**config.mk**
```make
export PLATFORM = sky130hd
export DESIGN_NAME = bcd_msg_serializer_flat
export DESIGN_NICKNAME = d
export VERILOG_FILES = /design/src/rtl/bcd_msg_serializer_if.sv /design/src/rtl/bcd_msg_serializer.sv /design/src/flat_wrapper.sv
export SDC_FILE = /design/constraint.sdc
export NUM_CORES = 1
export LEC_CHECK = 0
export BUFFER_PORTS_ARGS = -buffer_cell sky130_fd_sc_hd__buf_2
export CORE_MARGIN = 2
export CORE_UTILIZATION = 45
export CTS_CLUSTER_SIZE = 14
export DETAILED_ROUTE_END_ITERATION = 10
export GPL_ROUTABILITY_DRIVEN = 0
export GPL_TIMING_DRIVEN = 1
export PLACE_DENSITY_LB_ADDON = 0.05
export SLEW_MARGIN = 10
export SYNTH_ARGS = -nofsm -noshare
export SYNTH_HDL_FRONTEND = slang
export SYNTH_SLANG_ARGS = --single-unit
```
**constraint.sdc**
```tcl
create_clock -name clk -period 1.5 [get_ports clk]
set_input_delay 0.15 -clock clk [delete_from_list [all_inputs] [get_ports clk]]
set_output_delay 0.15 -clock clk [all_outputs]
set_load 0.02 [all_outputs]
```
**src/rtl/bcd_msg_serializer_if.sv**
```systemverilog
// Byte-stream handshake between the message serializer and the UART transmitter.
// The master drives data/valid and the slave answers with ready.
interface bcd_msg_serializer_if;
  logic [7:0] tx_data;
  logic       tx_valid;
  logic       tx_ready;

  modport master (output tx_data, output tx_valid, input tx_ready);
  modport slave  (input tx_data, input tx_valid, output tx_ready);
endinterface

```
**src/rtl/bcd_msg_serializer.sv**
```systemverilog
// Formats a BCD amount (or "PAID") into a fixed-length ASCII line ending in CR LF
// and streams it one byte per valid/ready transfer.
module bcd_msg_serializer #(
  parameter int NDIG     = 3,
  parameter int DP_POS   = 2,
  parameter int LZ_BLANK = 1
) (
  input  logic                  clk,
  input  logic                  rst_n,
  input  logic                  start,
  input  logic [4*NDIG-1:0]     amount_bcd,
  input  logic                  dispense,
  bcd_msg_serializer_if.master  tx,
  output logic                  busy,
  output logic                  done
);

  localparam int L       = NDIG + ((DP_POS > 0) ? 1 : 0);
  localparam int MSG_LEN = L + 2;
  localparam int IDX_W   = $clog2(MSG_LEN);
  localparam int UNITS   = NDIG - 1 - DP_POS;

  generate
    if (NDIG < 1 || NDIG > 8 || DP_POS < 0 || DP_POS >= NDIG || L < 4) begin : g_badCfg
      $error("bcd_msg_serializer: illegal NDIG/DP_POS combination");
    end
  endgenerate

  typedef enum logic [1:0] {IDLE, SEND, DONE} state_t;

  state_t             r_state;
  state_t             w_stateNext;
  logic [IDX_W-1:0]   r_index;
  logic [IDX_W-1:0]   w_indexNext;
  logic [4*NDIG-1:0]  r_amount;
  logic               r_dispense;
  logic               w_load;
  logic               w_xfer;
  logic [7:0]         w_digitChr [NDIG];
  logic [7:0]         w_line     [MSG_LEN];

  // zeroRun stays set while every digit seen so far is zero; the units digit is never blanked
  always_comb begin
    logic [3:0] nib;
    logic       zeroRun;
    w_digitChr = '{default: 8'h00};
    nib        = 4'd0;
    zeroRun    = 1'b1;
    for (int k = 0; k < NDIG; k++) begin
      nib = r_amount[4*(NDIG-1-k) +: 4];
      if (nib != 4'd0) zeroRun = 1'b0;
      if (nib > 4'd9)
        w_digitChr[k] = 8'h3F;
      else if (LZ_BLANK != 0 && zeroRun && k < UNITS)
        w_digitChr[k] = 8'h20;
      else
        w_digitChr[k] = 8'h30 + {4'h0, nib};
    end
  end

  always_comb begin
    w_line = '{default: 8'h20};
    if (r_dispense) begin
      w_line[0] = 8'h50;
      w_line[1] = 8'h41;
      w_line[2] = 8'h49;
      w_line[3] = 8'h44;
    end else begin
      for (int k = 0; k < NDIG; k++)
        w_line[k + ((DP_POS > 0 && k >= NDIG - DP_POS) ? 1 : 0)] = w_digitChr[k];
      if (DP_POS > 0) w_line[NDIG - DP_POS] = 8'h2E;
    end
    w_line[L]   = 8'h0D;
    w_line[L+1] = 8'h0A;
  end

  always_comb begin
    w_stateNext = r_state;
    w_indexNext = r_index;
    w_load      = 1'b0;
    w_xfer      = (r_state == SEND) && tx.tx_ready;
    case (r_state)
      IDLE: begin
        if (start) begin
          w_load      = 1'b1;
          w_indexNext = '0;
          w_stateNext = SEND;
        end
      end
      SEND: begin
        if (w_xfer) begin
          if (r_index == IDX_W'(MSG_LEN - 1)) begin
            w_indexNext = '0;
            w_stateNext = DONE;
          end else begin
            w_indexNext = r_index + IDX_W'(1);
          end
        end
      end
      DONE:    w_stateNext = IDLE;
      default: w_stateNext = IDLE;
    endcase
  end

  always_ff @(posedge clk or negedge rst_n) begin
    if (!rst_n) begin
      r_state <= IDLE;
      r_index <= '0;
    end else begin
      r_state <= w_stateNext;
      r_index <= w_indexNext;
    end
  end

  always_ff @(posedge clk or negedge rst_n) begin
    if (!rst_n) begin
      r_amount   <= '0;
      r_dispense <= 1'b0;
    end else if (w_load) begin
      r_amount   <= amount_bcd;
      r_dispense <= dispense;
    end
  end

  assign tx.tx_valid = (r_state == SEND);
  assign tx.tx_data  = (r_state == SEND) ? w_line[r_index] : 8'h00;
  assign busy        = (r_state == SEND);
  assign done        = (r_state == DONE);

endmodule

```
**src/flat_wrapper.sv**
```systemverilog
// flat-port wrapper written by rule: the top's interface ports become plain ports
module bcd_msg_serializer_flat 
#(
  parameter int NDIG     = 3,
  parameter int DP_POS   = 2,
  parameter int LZ_BLANK = 1
)
  (clk, rst_n, start, amount_bcd, dispense, busy, done, tx_tx_data, tx_tx_valid, tx_tx_ready);
  bcd_msg_serializer_if tx_i ();
  input  logic clk;
  input  logic rst_n;
  input  logic start;
  input  logic [4*NDIG-1:0] amount_bcd;
  input  logic dispense;
  output logic busy;
  output logic done;
  output wire logic [$bits(tx_i.tx_data)-1:0] tx_tx_data;
  output wire logic [$bits(tx_i.tx_valid)-1:0] tx_tx_valid;
  input wire logic [$bits(tx_i.tx_ready)-1:0] tx_tx_ready;
  assign tx_tx_data = tx_i.tx_data;
  assign tx_tx_valid = tx_i.tx_valid;
  assign tx_i.tx_ready = tx_tx_ready;
  bcd_msg_serializer #(.NDIG(NDIG), .DP_POS(DP_POS), .LZ_BLANK(LZ_BLANK)) u_core (.clk(clk), .rst_n(rst_n), .start(start), .amount_bcd(amount_bcd), .dispense(dispense), .tx(tx_i), .busy(busy), .done(done));
endmodule
```
## After elaboration in Yosys (flattened, before gate mapping)

Cells that the tools add are included.

- Bits in registers: 18
- Bits of input ports: 17
- Output and inout bits: 11

- Add/sub/neg operators: 4
- Magnitude comparators: 4
- Equality and inequality tests: 6
- Muxes and demuxes: 18
- Bitwise logic cells: 1
- Reductions and logical operators: 5

Operators with widths:

| operator | number |
|---|---|
| 8-bit 2-to-1 mux | 6 |
| 32-bit 2-to-1 mux | 1 |
| 8-bit binary-select mux with 3-bit select | 1 |
| 6-bit by 4-bit adder with 7-bit output (first input constant) | 3 |
| 4-bit greater-than comparator (second input constant) | 3 |
| 3-bit 2-to-1 mux | 3 |
| 2-bit 2-to-1 mux | 3 |
| 3-bit case mux with 2 select lines | 1 |
| 3-bit AND reduction | 2 |
| 4-bit greater-or-equal comparator (second input constant) | 1 |
| 2-bit by 1-bit != test with 1-bit output (second input constant) | 2 |
| 3-bit NOT with 4-bit output | 1 |
| 2-bit case mux with 2 select lines | 1 |
| 3-bit by 1-bit adder with 3-bit output (second input constant) | 1 |
| 3-bit equality test (second input constant) | 1 |
| 2-bit by 1-bit equality test with 1-bit output (second input constant) | 1 |
| 2-bit equality test (second input constant) | 1 |
| 2-bit zero test | 1 |
| 1-bit 2-to-1 mux | 2 |
| 2-bit != test (second input constant) | 1 |
| 2-bit nonzero test | 1 |
| 1-bit logical AND | 1 |

## Longest topological paths before layout

Gate-level depths: netlist of the first run.

- Depth after elaboration: 7
- Depth in mapped cells: 5
- Mapped depth without buffers: 3

## Worst setup path before layout of the first run

OpenSTA, ideal clock, no wires.

- Path type: reg-to-output
- From: register u_core.r_index[0]
- To: output tx_tx_data[4]
- Arrival time: 1723 ps
- Data required time: 1350 ps
- Slack: -373 ps
- Stages on the path, launching flop included: 4
- Cell sequence: dfrtp_1 > buf_6 > nor2b_1 > a2111oi_0

- Cells in the longest elaborated chain, start to end: 5

Ends and longest elaborated chain:

| item | line | text |
|---|---|---|
| start, declared | bcd_msg_serializer.sv:33 | `logic [IDX_W-1:0] r_index;` |
| start signal, assigned | bcd_msg_serializer.sv:111 | `r_index <= w_indexNext;` |
| 3-bit NOT with 4-bit output (implied by the code) | bcd_msg_serializer.sv:126 | `assign tx.tx_data = (r_state == SEND) ? w_line[r_index] : 8'h00;` |
| 8-bit binary-select mux with 3-bit select | bcd_msg_serializer.sv:126 |  |
| 8-bit 2-to-1 mux (implied by the code) (2 in a row) | bcd_msg_serializer.sv:126 |  |
| 8-bit 2-to-1 mux | bcd_msg_serializer.sv:126 |  |
| end, declared | flat_wrapper.sv:17 | `output wire logic [$bits(tx_i.tx_data)-1:0] tx_tx_data;` |

Every way passes these cells. The select of a mux whose other input is x is not followed.

## Final worst setup path of the first run

- From: register u_core.r_state[1]
- To: output tx_tx_data[2]

- Cells in the longest elaborated chain, start to end: 2

Ends and longest elaborated chain:

| item | line | text |
|---|---|---|
| start, declared | bcd_msg_serializer.sv:31 | `state_t r_state;` |
| start signal, assigned | bcd_msg_serializer.sv:110 | `r_state <= w_stateNext;` |
| 2-bit by 1-bit equality test with 1-bit output | bcd_msg_serializer.sv:126 |  |
| 8-bit 2-to-1 mux | bcd_msg_serializer.sv:126 |  |

Every way passes these cells.

==> run metrics, run 1 <==
register area share after synthesis=41.67%; Synth Area in Adders=0%; Post-Layout Cell Count=172; RSZ-0062 raised after global routing=true; initial antenna violation count=0; Internal Power=2.296 mW; pin count of the biggest net entering global routing=19; Cell Pwr Density=2497 nW/um^2; Clock power frac=6.3%; Final Skew=6.398 ps; I/O pin count=28; CP Data Arrival Time=1670 ps; worst min-delay path endpoint=u_core.r_amount[8]; #FFs+latches synth=18; Sw Ratio=41.50%; tightest hold margin=52.13 ps; origin of the worst min-delay path=amount_bcd[8]; Reg power frac=23.2%; R2R setup slack=40 ps; clk_lat worst skew=300 ps; die width=53.02 um; layout cells sized above 1=60.42%; Max Slew Vio Count=0; Overflow after GRT=0; reg2reg end=u_core.r_amount[4]; Clk pin slew, worst setup/hold paths=110 ps; min cycle time layout=1819 ps; IO Port Bufs=26; Root Driver=clkbuf_4; WHS Path Cells=3; Pwr Total=3.924 mW; wirelength, routed=2558 um; first drt pass iteration count=4; Simple-Gate Fraction of Synth Area=17.36%; Worst setup SP type=register; switching pwr=1.629 mW; main combinational cell family by area after synthesis=compound AO/OA/AOI/OAI gates; critical path class=reg2out; CTS H-Tree Depth=1; Post-layout nets=163; Die Ht=53.02 um; TritonCTS clock tree=yes; vias in the first global route=863; full die area=2811 sq um; setup violators final=6; worst-case clock buffer depth=2; routed len/inst=14.87 um; total track usage=20.23%; combinational share of power=70.4%; final core utilization=70.36%; Worst Setup End Kind=primary output; area of the multi-input gates=655.6 sq um; Req. time, crit path=1350 ps; fmax=549.7 MHz; total number of vias=930; Detailed Route Iter0 Violations=16; P_leak=0.7053 nW; xor and xnor fraction of the mapped netlist area=0%; mean post-synth cell area=10.81 sq um; cts bufs inserted=3; Setup TNS Final=-1267 ps; mux cell area share after synthesis=14.47%; R2R Path Start=u_core.r_state[0]; number of cells on the worst reg-to-reg path=4; # DRC=0; Cell Area, Synth=1081 sq um; HP Class=in2reg; Final WS setup=-319.1 ps; CP max FO=2; register area=450.4 sq um; row cnt=17; Clock Sinks=18; Final Hold Fails=0; violated checks=negative setup slack; fillers=183; Cell variety after synth=40; Area Growth Syn to Fin=45.37%; post-route clock period utilization=121.3%; outcome=complete, but fails checks; Starting Density=48.40%; post-synthesis net count=117; worst vdd ir=1.392 mV; ANT cells=0; hpwl dp=1847 um; number of max-cap violations=0; dpl cells=164; via density per instance=5.407; ANT nets after route=0; first-pass GRT wire length=4098 um; Ys Warns=0; area fraction in compound gates after synthesis=18.29%; Post-Syn Instances=100; CORE AREA=2233 sq um
[kinds of logic after synthesis]
kind of cell    after synthesis
other cells                   1
flops                        18
buf+inv                      13
compound gates               27
simple gates                 27
mux                          14
[power groups by stage]
stage / clock (mW) / sequential [mW] / combinational [mW]
after floorplan: 0 / 0.900 / 1.48
after global placement: 0 / 0.890 / 2.13
after detailed placement: 0 / 0.903 / 2.16
after CTS: 0.254 / 0.908 / 2.58
after global routing: 0.277 / 0.939 / 2.96
final: 0.249 / 0.911 / 2.76
[layer usage]
metal  up-vias  GRT usage (%)  routed length [um]
met5         -              0                   0
met4         0          5.128                  20
li1        456              -                   -
met1       452          28.52                1222
met3         2          2.825                  98
met2        20          32.50                1216
[Yosys cell counts (all sizes together)]
cell,count,area [sq um]
nand2,1,3.750
conb,1,3.750
or2,2,12.51
a2111oi,4,36.29
mux2i,1,10.01
a21oi,5,25.02
and3,1,6.260
a211oi,2,15.01
o21bai,1,7.510
o2bb2ai,1,8.760
nor3b,1,7.510
inv,4,15.01
a211o,2,18.77
buf,9,70.07
o211ai,1,7.510
o311ai,1,8.760
a2111o,1,11.26
nand2b,3,33.79
nand4b,1,8.760
nand3,1,5.000
o21a,1,7.510
and2b,2,17.52
mux2,13,146.4
or4,1,7.510
nor4b,2,23.77
nor2,5,18.77
o311a,1,10.01
nand3b,2,15.01
a21o,2,15.01
o21ai,4,20.02
o22ai,1,6.260
nor2b,2,12.51
dfrtp,18,450.4
nor3,3,15.01
[timing repair]
action | in CTS | in global routing
hold buffers | 1 | 0
setup buffers | 3 | 2
gates cloned | 0 | 0
pin swaps | 8 | 5
endpoints found under the hold margin | 18 | 0
resized for setup | 26 | 12
endpoints found under the setup margin | 7 | 7
[worst max-delay path by stage]
stage / startpoint / end / slack [ps] / cells after the start
after global placement: u_core.r_state[1] / tx_tx_data[2] / -40 / 4
after floorplan: u_core.r_state[1] / tx_tx_data[2] / -30 / 3
after detailed placement: u_core.r_index[0] / tx_tx_data[0] / -80 / 4
after CTS: u_core.r_state[1] / tx_tx_data[2] / -350 / 4
after global routing: u_core.r_index[0] / tx_tx_data[2] / -370 / 4
final: u_core.r_state[1] / tx_tx_data[2] / -320 / 4
[registers in the layout, indices dropped and copies added, names as in the netlist]
name / count
u_core.r_dispense: 1
u_core.r_amount: 12
u_core.r_index: 3
u_core.r_state: 2
[cells in the final DEF, fill, tap and decap left out, types with 3 or more instances in the layout]
cell / instances
o21ai_0: 3
clkbuf_4: 3
nand2b_4: 3
inv_1: 3
buf_2: 19
buf_6: 12
dfrtp_1: 18
a21oi_1: 3
mux2_2: 13
buf_4: 17
nor2_1: 4
[metrics by stage]
step                setup slack (ps)  instance area, sq um
floorplan                     -30.11                  1117
global placement              -42.03                  1373
detailed placement            -78.97                  1373
CTS                           -347.0                  1524
global route                  -372.2                  1572
finish                        -319.1                  1572
[critical path, cell delays in order, from the launching register on]
cell,delay (ps)
dfrtp_1,390
nand2b_4,140
or4_4,540
o22ai_4,160
buf_6,140
[final cells by class]
class / instances / area share [%]
Multi-Input combinational cell: 69 / 41.72
Sequential cell: 18 / 28.66
Tap cell: 28 / 2.229
Inverter: 4 / 1.274
Clock buffer: 3 / 1.433
Timing Repair Buffer: 50 / 24.68
No activity file was read; power rests on OpenSTA's default activity.
==> run 2, diff against run 1 <==
--- a/config.mk
+++ b/config.mk
@@ -5,7 +5,7 @@
 export SDC_FILE = /design/constraint.sdc
 export NUM_CORES = 1
 export LEC_CHECK = 0
-export BUFFER_PORTS_ARGS = -buffer_cell sky130_fd_sc_hd__buf_2
+export BUFFER_PORTS_ARGS = -buffer_cell sky130_fd_sc_hd__buf_4
 export CORE_MARGIN = 2
 export CORE_UTILIZATION = 45
 export CTS_CLUSTER_SIZE = 14
==> run metrics, run 2 (synthesis gave the netlist of run 1 again) <==
Post-Layout Cell Count=179; clk_lat worst skew=310 ps; number of cells on the worst reg-to-reg path=4; cts bufs inserted=3; first drt pass iteration count=5; Die Ht=53.02 um; routed len/inst=18.41 um; Setup TNS Final=-1767 ps; dpl cells=165; row cnt=17; vias in the first global route=1070; WHS Path Cells=3; first-pass GRT wire length=4988 um; Post-layout nets=170; Relative slew margins=66.28%; R2R Path Start=u_core.r_state[0]; ANT nets after route=0; Cell Pwr Density=2535 nW/um^2; Area Growth Syn to Fin=65.51%; worst-case clock buffer depth=2; wirelength, routed=3295 um; worst slew pin tran=493.1 ps; Detailed Route Iter0 Violations=27; ANT cells=0; P_leak=0.7772 nW; # DRC=0; Req. time, crit path=1350 ps; reg2reg end=u_core.r_amount[9]; Worst setup SP type=register; TritonCTS clock tree=yes; worst min-delay path endpoint=u_core.r_amount[8]; I/O pin count=28; post-route clock period utilization=124.3%; Finished Cell Area=1789 sq um; Biggest register=u_core.r_amount; CP max FO=3; initial antenna violation count=0; commonest non-fill, non-tap cells in the layout=buf_4 (33), buf_6 (19), dfrtp_1 (15); total number of vias=1046; final core utilization=80.11%; dpl cell area=1458 sq um; Final Hold Fails=0; critical path class=reg2out; HP Class=in2reg; layout cells sized above 1=66.89%; min cycle time layout=1864 ps; setup violators final=9; hpwl dp=1929 um; Final Skew=2.148 ps; worst vdd ir=1.540 mV; die width=53.02 um; CP Data Arrival Time=1710 ps; fmax=536.5 MHz; Largest register FFs=12; CTS H-Tree Depth=1; DP Worst Slack=-61.29 ps; Clock Sinks=18; violated checks=negative setup slack; full die area=2811 sq um; commonest non-fill, non-tap cell in the layout=buf_4; RSZ-0062 raised after global routing=true; biggest regs=u_core.r_amount: 12 flops, u_core.r_index: 3 flops, u_core.r_state: 2 flops; Final WS setup=-363.9 ps; via density per instance=5.844; Starting Density=48.40%; Root Driver=clkbuf_4; Worst Setup End Kind=primary output; outcome=complete, but fails checks; IO Port Bufs=26; Max Slew Vio Count=0; pin count of the biggest net entering global routing=19; number of max-cap violations=0; total track usage=25.51%; origin of the worst min-delay path=amount_bcd[8]; R2R setup slack=50 ps; CORE AREA=2233 sq um; Overflow after GRT=0; Clk pin slew, worst setup/hold paths=100 ps
## run 2: metal layers
metal	vias to the layer above	GRT usage, %	share of wire [%]	wire length, um
met3	11	4.237	4.5	149
met1	527	29.46	41	1341
met2	35	45.63	52	1710
met5	-	0	0	0
li1	473	-	-	-
met4	0	11.54	2.8	93
## run 2: power by group
group	leakage, nW	total, mW	switching, mW	internal (mW)
Sequential	0.213	0.980	0.259	0.721
Combinational	0.550	3.30	1.51	1.78
Clock	0.0138	0.260	0.166	0.0941
## run 2: final cells by class
type	instances	area [sq um]
multi-input combinational	69	723.2
timing repair buffer	57	534.3
sequential	18	454.2
fill	147	444.2
tap	28	35.03
clock buffer	3	22.52
inverter	4	20.02
## run 2: worst max-delay path: stages, from the launching register on
cell	delay [ps]
dfrtp_1	420
nand2b_4	150
or4_4	530
o22ai_4	160
buf_6	130
## run 2: how the worst max path moves through the flow
stage,from,depth (start not counted),slack (ps),to
6_report,u_core.r_index[2],4,-360,tx_tx_data[2]
5_1_grt,u_core.r_index[2],4,-400,tx_tx_data[2]
4_1_cts,u_core.r_index[2],4,-360,tx_tx_data[2]
3_5_place_dp,u_core.r_index[0],4,-60,tx_tx_data[2]
3_3_place_gp,u_core.r_index[0],4,-50,tx_tx_data[2]
2_1_floorplan,u_core.r_state[1],3,-30,tx_tx_data[2]
## run 2: metrics by stage
stage	hold WS, ps	power [mW]
2_1_floorplan	-145.6	2.376
3_5_place_dp	34.36	3.266
4_1_cts	55.90	4.169
5_1_grt	45.00	4.745
3_3_place_gp	31.89	3.215
6_report	43.23	4.536
## run 2: repair_timing
item / in CTS / in global routing
hold endpoints to repair: 18 / 0
gates cloned: 0 / 1
hold buffers: 1 / 0
setup endpoints to repair: 7 / 14
setup buffers: 7 / 4
pin swaps: 8 / 9
gates resized for setup: 39 / 13
==> run 3, diff against run 2 <==
==> constraint.sdc (replaced) <==
create_clock -name clk -period 2 [get_ports clk]
set_input_delay 0.2 -clock clk [delete_from_list [all_inputs] [get_ports clk]]
set_output_delay 0.2 -clock clk [all_outputs]
set_load 0.02 [all_outputs]
==> run metrics, run 3 (synthesis gave the netlist of run 1 again) <==
first drt pass iteration count=4; fillers=214; Crit path largest cell delay=540 ps; Root Driver=clkbuf_4; fmax=517.2 MHz; dpl cell area=1276 sq um; P_leak=0.6332 nW; biggest regs=u_core.r_amount: 12 flops, u_core.r_index: 3 flops, u_core.r_state: 2 flops; Cell Pwr Density=1717 nW/um^2; hpwl dp=1604 um; cts bufs inserted=3; Clock power frac=7.4%; wirelength, routed=2340 um; switching pwr=1.014 mW; pin count of the biggest net entering global routing=19; CP max FO=7; IO Port Bufs=26; Post-Layout Cell Count=161; CTS H-Tree Depth=1; post-route clock period utilization=96.67%; R2R setup slack=580 ps; Req. time, crit path=1800 ps; Starting Density=48.40%; # DRC=0; routed len/inst=14.53 um; Buf+Inv Stages, Crit Path=1; Clk pin slew, worst setup/hold paths=100 ps; Final Hold Fails=0; first-pass GRT wire length=3581 um; outcome=finished clean; total track usage=17.71%; number of cells on the worst reg-to-reg path=4; number of max-cap violations=0; full die area=2811 sq um; tightest hold margin=107.9 ps; via density per instance=5.404; Sw Ratio=41.83%; I/O pin count=28; worst vdd ir=0.8236 mV; initial antenna violation count=0; die width=53.02 um; critical path, cell by cell=nand2b_4 -> or4_4 -> o22ai_2 -> buf_4; CORE AREA=2233 sq um; number of stages on the worst setup path=4; Detailed Route Iter0 Violations=14; reg2reg end=u_core.r_amount[2]; total number of vias=870; critical path class=reg2out; min cycle time layout=1933 ps; RSZ-0062 raised after global routing=false; ANT nets after route=0; Post-layout nets=152; row cnt=17; worst slew pin tran=511.5 ps; Worst Setup EP=tx_tx_data[2]; TritonCTS clock tree=yes; Reg power frac=31.4%; Worst setup SP type=register; Clock Sinks=18; Largest register FFs=12; commonest non-fill, non-tap cell in the layout=buf_4; vias in the first global route=787; Internal Power=1.410 mW; setup violators final=0; commonest non-fill, non-tap cells in the layout=buf_4 (36), mux2_2 (13), dfrtp_1 (13); Final Skew=2.242 ps; worst-case clock buffer depth=2; Worst Setup End Kind=primary output; Area Growth Syn to Fin=30.56%; Overflow after GRT=0; Finished Cell Area=1411 sq um; Biggest register=u_core.r_amount; Crit path max-delay family=simple AND/OR/NAND/NOR gates; Relative slew margins=65.02%; CP Data Arrival Time=1730 ps; Die Ht=53.02 um; HP Class=in2reg; dpl cells=149; clk_lat worst skew=290 ps; R2R Path Start=u_core.r_state[1]; combinational share of power=61.2%; Max Slew Vio Count=0; slowest CP cell=or4_4; ANT cells=0; Critical Path Start=u_core.r_state[1]; Setup TNS Final=0 ps; layout cells sized above 1=52.63%
-- run 3: cell types whose count changed in the layout (fill, tap and decap cells not counted), moves of 3 or more --
cell / previous run / this run
a21oi_1: 2 / 5
buf_6: 19 / 1
a2111oi_4: 3 / 0
buf_4: 33 / 36
-- run 3: worst min-delay path, stage by stage --
cell and delay [ps]:
buf_4 70, nand2_1 40, o21ai_0 60
-- run 3: power groups by stage --
stage               sequential, mW  combinational (mW)  clock, mW
floorplan                    0.670               0.994          0
global placement             0.785                1.24          0
detailed placement           0.800                1.24          0
finish                       0.761                1.48      0.180
CTS                          0.783                1.33      0.185
global route                 0.788                1.60      0.201
-- run 3: worst min-delay path by stage --
stage / start / to / depth (start not counted)
2_1_floorplan: rst_n / u_core.r_amount[0] / 0
6_report: amount_bcd[8] / u_core.r_amount[8] / 3
4_1_cts: amount_bcd[8] / u_core.r_amount[8] / 3
3_5_place_dp: rst_n / u_core.r_amount[11] / 1
3_3_place_gp: rst_n / u_core.r_amount[8] / 1
5_1_grt: amount_bcd[8] / u_core.r_amount[8] / 3
-- run 3: stage by stage --
stage | power [mW] | util, % | worst slack (ps)
2_1_floorplan | 1.664 | - | 76.87
3_3_place_gp | 2.023 | 57.14 | 286.4
3_5_place_dp | 2.042 | 57.14 | 271.0
4_1_cts | 2.299 | 60.45 | 4.661
5_1_grt | 2.586 | 63.19 | 9.270
6_report | 2.423 | 63.19 | 66.66
-- run 3: timing repair --
item,in CTS,in global routing
hold buffers,1,0
gates resized for setup,5,5
setup endpoints to repair,2,3
buffers inserted,3,5
pin swaps,0,3
hold endpoints to repair,18,0
-- run 3: area by class of cell --
class                           count  area (sq um)  share of cell area, %
Clock buffer                        3         22.52                  1.596
Inverter                            4         15.01                  1.064
Multi-Input combinational cell     69         570.5                  40.43
Sequential cell                    18         456.7                  32.36
Tap cell                           28         35.03                  2.482
Timing Repair Buffer               39         311.5                  22.07
-- run 3: routing by layer --
metal / track usage (%) / wire length [um]
met5: 0 / 0
met4: 6.410 / 14
met3: 3.390 / 97
met2: 28.96 / 1124
met1: 23.17 / 1103
